<file path="src/rtl/multi_cycle_controller.sv">
// multi_cycle_controller
// ----------------------------------------------------------------------------
// Main control unit of a multi-cycle RV32I core. A Moore FSM walks each
// instruction through fetch, decode, execute, memory and write-back. Every
// datapath select and write strobe is driven from the current state, plus the
// latched instruction fields and the ALU flags.
// Unsupported instructions park the FSM in TRAP until the next reset.
//
// Handshake: there is no valid/ready interface. Strobes are single-cycle
// Moore outputs. The datapath acts on them at the next rising edge of clk.
//
// Ports
//   clk, rst_n          rising-edge clock, synchronous active-low reset
//   opcode, funct3,     fields of the instruction register
//   funct7_5
//   zero, sign          ALU flags (result == 0, result[31])
//   pc_write, adr_src, memory_write, ir_write, register_write   strobes/selects
//   result_src, alu_src_a, alu_src_b, alu_control, immediate_source  datapath codes
//   illegal             high while in TRAP
//   dbg_state_o         current FSM state, for checkers and debug
// ----------------------------------------------------------------------------
module multi_cycle_controller (
  input  logic       clk,
  input  logic       rst_n,
  input  logic [6:0] opcode,
  input  logic [2:0] funct3,
  input  logic       funct7_5,
  input  logic       zero,
  input  logic       sign,
  output logic       pc_write,
  output logic       adr_src,
  output logic       memory_write,
  output logic       ir_write,
  output logic       register_write,
  output logic [1:0] result_src,
  output logic [1:0] alu_src_a,
  output logic [1:0] alu_src_b,
  output logic [2:0] alu_control,
  output logic [2:0] immediate_source,
  output logic       illegal,
  output logic [3:0] dbg_state_o
);

  typedef enum logic [3:0] {
    S_FETCH, S_DECODE, S_MEM_ADR, S_MEM_READ, S_MEM_WB, S_MEM_WRITE,
    S_EXEC_R, S_EXEC_I, S_ALU_WB, S_JAL, S_JALR_LINK, S_JALR_JUMP,
    S_BRANCH, S_LUI, S_TRAP
  } state_t;

  localparam logic [6:0] OP_LOAD  = 7'b0000011;
  localparam logic [6:0] OP_STORE = 7'b0100011;
  localparam logic [6:0] OP_R     = 7'b0110011;
  localparam logic [6:0] OP_I     = 7'b0010011;
  localparam logic [6:0] OP_JAL   = 7'b1101111;
  localparam logic [6:0] OP_JALR  = 7'b1100111;
  localparam logic [6:0] OP_BR    = 7'b1100011;
  localparam logic [6:0] OP_LUI   = 7'b0110111;

  localparam logic [2:0] ALU_ADD = 3'b000;
  localparam logic [2:0] ALU_SUB = 3'b001;
  localparam logic [2:0] ALU_AND = 3'b010;
  localparam logic [2:0] ALU_OR  = 3'b011;
  localparam logic [2:0] ALU_SLT = 3'b100;
  localparam logic [2:0] ALU_XOR = 3'b101;

  state_t     state_q, state_d;
  logic [2:0] alu_fn;
  logic       alu_ok;
  logic       br_taken;
  logic       br_ok;

  always_ff @(posedge clk) begin
    if (!rst_n) state_q <= S_FETCH;
    else        state_q <= state_d;
  end

  assign dbg_state_o = state_q;

  // ALU operation for EXEC_R / EXEC_I. Subtract only exists for R-type.
  always_comb begin
    alu_fn = ALU_ADD;
    alu_ok = 1'b1;
    case (funct3)
      3'b000:  alu_fn = (state_q == S_EXEC_R && funct7_5) ? ALU_SUB : ALU_ADD;
      3'b010:  alu_fn = ALU_SLT;
      3'b100:  alu_fn = ALU_XOR;
      3'b110:  alu_fn = ALU_OR;
      3'b111:  alu_fn = ALU_AND;
      default: alu_ok = 1'b0;
    endcase
  end

  // Branch condition from the flags of rs1 - rs2.
  always_comb begin
    br_taken = 1'b0;
    br_ok    = 1'b1;
    case (funct3)
      3'b000:  br_taken = zero;
      3'b001:  br_taken = !zero;
      3'b100:  br_taken = sign;
      3'b101:  br_taken = !sign;
      default: br_ok    = 1'b0;
    endcase
  end

  always_comb begin
    state_d          = state_q;
    pc_write         = 1'b0;
    adr_src          = 1'b0;
    memory_write     = 1'b0;
    ir_write         = 1'b0;
    register_write   = 1'b0;
    result_src       = 2'b00;
    alu_src_a        = 2'b00;
    alu_src_b        = 2'b00;
    alu_control      = ALU_ADD;
    immediate_source = 3'b000;
    illegal          = 1'b0;
    // While reset is asserted every output stays at its quiet default.
    if (rst_n) begin
      case (state_q)
        S_FETCH: begin
          ir_write   = 1'b1;
          alu_src_b  = 2'b10;
          result_src = 2'b10;
          pc_write   = 1'b1;
          state_d    = S_DECODE;
        end
        S_DECODE: begin
          // ALU-out captures old PC + imm, the branch/jal target.
          alu_src_a        = 2'b01;
          alu_src_b        = 2'b01;
          immediate_source = (opcode == OP_JAL) ? 3'b011 : 3'b010;
          case (opcode)
            OP_LOAD, OP_STORE: state_d = S_MEM_ADR;
            OP_R:              state_d = S_EXEC_R;
            OP_I:              state_d = S_EXEC_I;
            OP_JAL:            state_d = S_JAL;
            OP_JALR:           state_d = S_JALR_LINK;
            OP_BR:             state_d = S_BRANCH;
            OP_LUI:            state_d = S_LUI;
            default:           state_d = S_TRAP;
          endcase
        end
        S_MEM_ADR: begin
          alu_src_a        = 2'b10;
          alu_src_b        = 2'b01;
          // opcode[5] separates store (S-immediate) from load (I-immediate).
          immediate_source = opcode[5] ? 3'b001 : 3'b000;
          state_d          = opcode[5] ? S_MEM_WRITE : S_MEM_READ;
        end
        S_MEM_READ: begin
          adr_src = 1'b1;
          state_d = S_MEM_WB;
        end
        S_MEM_WB: begin
          result_src     = 2'b01;
          register_write = 1'b1;
          state_d        = S_FETCH;
        end
        S_MEM_WRITE: begin
          adr_src      = 1'b1;
          memory_write = 1'b1;
          state_d      = S_FETCH;
        end
        S_EXEC_R: begin
          alu_src_a   = 2'b10;
          alu_control = alu_fn;
          state_d     = alu_ok ? S_ALU_WB : S_TRAP;
        end
        S_EXEC_I: begin
          alu_src_a   = 2'b10;
          alu_src_b   = 2'b01;
          alu_control = alu_fn;
          state_d     = alu_ok ? S_ALU_WB : S_TRAP;
        end
        S_ALU_WB: begin
          register_write = 1'b1;
          state_d        = S_FETCH;
        end
        S_JAL: begin
          // PC takes the target held in ALU-out while the ALU forms old PC + 4.
          alu_src_a = 2'b01;
          alu_src_b = 2'b10;
          pc_write  = 1'b1;
          state_d   = S_ALU_WB;
        end
        S_JALR_LINK: begin
          alu_src_a      = 2'b01;
          alu_src_b      = 2'b10;
          result_src     = 2'b10;
          register_write = 1'b1;
          state_d        = S_JALR_JUMP;
        end
        S_JALR_JUMP: begin
          // rs1 was latched in DECODE, so a link into rd == rs1 is harmless.
          alu_src_a  = 2'b10;
          alu_src_b  = 2'b01;
          result_src = 2'b10;
          pc_write   = 1'b1;
          state_d    = S_FETCH;
        end
        S_BRANCH: begin
          alu_src_a   = 2'b10;
          alu_control = ALU_SUB;
          pc_write    = br_ok & br_taken;
          state_d     = br_ok ? S_FETCH : S_TRAP;
        end
        S_LUI: begin
          immediate_source = 3'b100;
          result_src       = 2'b11;
          register_write   = 1'b1;
          state_d          = S_FETCH;
        end
        S_TRAP: begin
          illegal = 1'b1;
        end
        default: state_d = S_TRAP;
      endcase
    end
  end

endmodule

</file>
<file path="config.mk">
export PLATFORM = sky130hd
export DESIGN_NAME = multi_cycle_controller
export DESIGN_NICKNAME = d
export VERILOG_FILES = /design/src/rtl/multi_cycle_controller.sv
export SDC_FILE = /design/constraint.sdc
export NUM_CORES = 1
export LEC_CHECK = 0
export CELL_PAD_IN_SITES_DETAIL_PLACEMENT = 1
export CELL_PAD_IN_SITES_GLOBAL_PLACEMENT = 2
export CORE_ASPECT_RATIO = 1.4
export CORE_MARGIN = 5
export CORE_UTILIZATION = 21
export CTS_CLUSTER_SIZE = 28
export DETAILED_ROUTE_END_ITERATION = 10
export PLACE_DENSITY_LB_ADDON = 0.1
export SLEW_MARGIN = 20
export SYNTH_ARGS = -nofsm -noshare
export SYNTH_HDL_FRONTEND = slang
export SYNTH_SLANG_ARGS = --single-unit
</file>
<file path="constraint.sdc">
create_clock -name clk -period 2.9 [get_ports clk]
set_clock_uncertainty 0.1 [all_clocks]
set_input_delay 0.725 -clock clk [delete_from_list [all_inputs] [get_ports clk]]
set_output_delay 0.725 -clock clk [all_outputs]
set_load 0.03 [all_outputs]
</file>
==> flow_summary.ini <==
[global_route]
grt-busiest-layer = met2
grt_pass1_vias = 1122
grt.met1_usage = 0.175
use_met3 = 0.0305
overflow = 0
met2_usage = 0.247
grt_use_total = 0.142
antenna_found_initial = 0
grt_max_degree = 20
grt_pass1_wl_um = 5340

[yosys]
yosysSeqAreaShare = 0.107
synth-xor-area-share = 0.0467
synth_edf_count = 0
synth_fp_nets = 131
ys_types = 38
muxShareOfSynthArea = 0
synth_compound_area_frac = 0.337
synthCells = 116
synthAdderAreaFrac = 0
ys_warn_count = 0
synth_top_flop_cell = dfxtp_1
synth_top_family_by_area = simple AND/OR/NAND/NOR gates
syn_avg_cell_area_um2 = 6.46
syn-cell-area_um2 = 749
synth-seq-cells = 4
synthArstFlopShare = 0
synthSimpleGateAreaFrac = 0.426

[critical_path]
crit_slowest_cell = or4_1
cp_slowest_stage_delay_ns = 0.49
required_ns = 2.08
worst_setup_path_end_kind = primary output
crit_path_start_kind = primary input
crit_path_max_fanout = 4
path_cells = clkdlybuf4s50_1 > or4_1 > o22ai_1 > buf_4
critPathLaunch = funct3[1]
crit_buf_inv = 2
regToRegStartpoint = dbg_state_o[0]$_SDFFE_PN0P_
reg2reg_slack_ns = 1.28
cpLargestDelayFamily = buffers and inverters
critical_path_class = in2out
cp.arrival_ns = 2.00

[clocking]
cts.sinks = 4
cts_buffers = 3
max-clock-path-buffers = 2
cts_max_level = 1
postCtsSetupBuffers = 0
clkLatencyLatePin_ns = 0.21
holdBufCountCts = 0
root_buffer = clkbuf_8
path_clk_slew_ns = 0.03
cts_tree = built
ctsResizeCount = 0

[cells_and_area]
fin_util = 0.368
nets = 178
syn2layout_area_growth_pct = 67.4
largest_register_ffs = 4
drive_above_1_share = 0.273
diodes = 0

[route]
post-route-drc-count = 0
ant_nets = 0
dr.pass1.iters = 4
vias = 1024
wl_per_cell_um = 15.6
vias_per_cell = 5.09
wirelength_um = 3140
drt_iter0_markers = 38

[sta]
hold_violations = 0
holdWs_ns = 0.552
relSlewSlack = 0.652
rsz0062_at_grt = false
setup_viol = 0
fmax_mhz = 354
finalCritPeriodShare = 0.975
slew_viol_final = 0
min_period_ns = 2.83
tns_ns = 0
worstMarginPinSlew_ns = 0.522

[status]
status = finished clean

[floorplanning]
start_util = 0.220
die_w_um = 60.5
io_pins = 37
die_h_um = 80.7
floorplan.core_area_um2 = 3410
rows = 25
fp.dieArea_um2 = 4880

[place]
io_buffers = 36
place_hpwl_um = 2560
gp_congestion = 0.790

[hold_path]
min_from = dbg_state_o[1]$_SDFFE_PN0P_
min_path_type = reg2reg

[job]
cap_violations = 0

[pwr]
power.density_nw_per_um2 = 949
p_leak_uw = 0.000525
vdd_drop_max_mv = 0.560
## synthesized netlist by cell type (3+ instances only)
library cell   n  area, um2
a21oi_1        7       35.0
and3_1         3       18.8
buf_2          7       35.0
dfxtp_1        4       80.1
inv_1          5       18.8
nand2_1       11       41.3
nand2b_1       3       18.8
nand3_1        9       45.0
nor2_1        10       37.5
nor2b_1        5       31.3
nor3_1        10       50.1
o211ai_1       4       30.0
o21ai_0        5       25.0
o22ai_1        3       18.8
xor2_1         3       26.3
## placed cells by master, fill, tap and decap left out, types with 2 or more instances in the layout
| cell | Yosys | layout |
|---|---|---|
| buf_4 | 0 | 32 |
| clkdlybuf4s50_1 | 0 | 17 |
| nand2_1 | 11 | 11 |
| nor2_1 | 10 | 10 |
| nor3_1 | 10 | 9 |
| nand3_1 | 9 | 9 |
| a21oi_1 | 7 | 7 |
| inv_1 | 5 | 5 |
| nor2b_1 | 5 | 4 |
| o211ai_1 | 4 | 4 |
| o21ai_0 | 5 | 4 |
| xor2_1 | 3 | 3 |
| nand2b_1 | 3 | 3 |
| and3_1 | 3 | 3 |
| o22ai_1 | 3 | 3 |
| clkbuf_8 | 0 | 3 |
| dfxtp_1 | 4 | 3 |
| nor3b_1 | 2 | 2 |
| and2_1 | 2 | 2 |
| o311a_1 | 2 | 2 |
| o21a_1 | 2 | 2 |
## per-layer routing
metal  share of wire  wire [um]
met1            0.43       1340
met3           0.037        117
met2            0.53       1660
met4          0.0089         28
met5               0          0
## cell type report
cell class | instances | area [um2]
fillers | 441 | 2150
multi-input cells | 98 | 621
repair buffers | 51 | 443
flip-flops and latches | 4 | 81.3
well taps | 40 | 50.0
clock buffers | 3 | 41.3
inverters | 5 | 18.8
## kinds of logic (layout without fill, tap and decap cells)
family,Yosys count,count (layout)
simple gates,60,60
compound gates,34,34
buf+inv,14,59
flops,4,4
xor+xnor,4,4
## metrics by stage
| stage | std cells | total power [uW] | setup WS (ns) | instance area [um2] |
|---|---|---|---|---|
| final | 201 | 1190 | 0.0720 | 1250 |
| after global routing | 201 | 1290 | 0.0148 | 1250 |
| after CTS | 201 | 1200 | 0.0126 | 1240 |
| after detailed placement | 198 | 1080 | 0.0205 | 1200 |
| after global placement | 198 | 1070 | 0.0611 | 1200 |
| after floorplan | 116 | 732 | 0.254 | 749 |
## report_power, final
part	total [uW]	switching, uW	internal, uW
Combinational	909	534	375
Sequential	164	81.4	82.9
Clock	117	28.6	88.5
## final timing paths
kind	end	depth (start not counted)
min	dbg_state_o[1]$_SDFFE_PN0P_	2
max reg2reg	dbg_state_o[1]$_SDFFE_PN0P_	4
max	pc_write	4
min reg2reg	dbg_state_o[1]$_SDFFE_PN0P_	2
## worst reg2reg max path, cell delays in order (launching register included)
cell and delay, ns:
dfxtp_1 0.64, inv_1 0.21, nor2_1 0.21, nand3_1 0.17
o211ai_1 0.20
No activity file was read; power rests on OpenSTA's default activity.
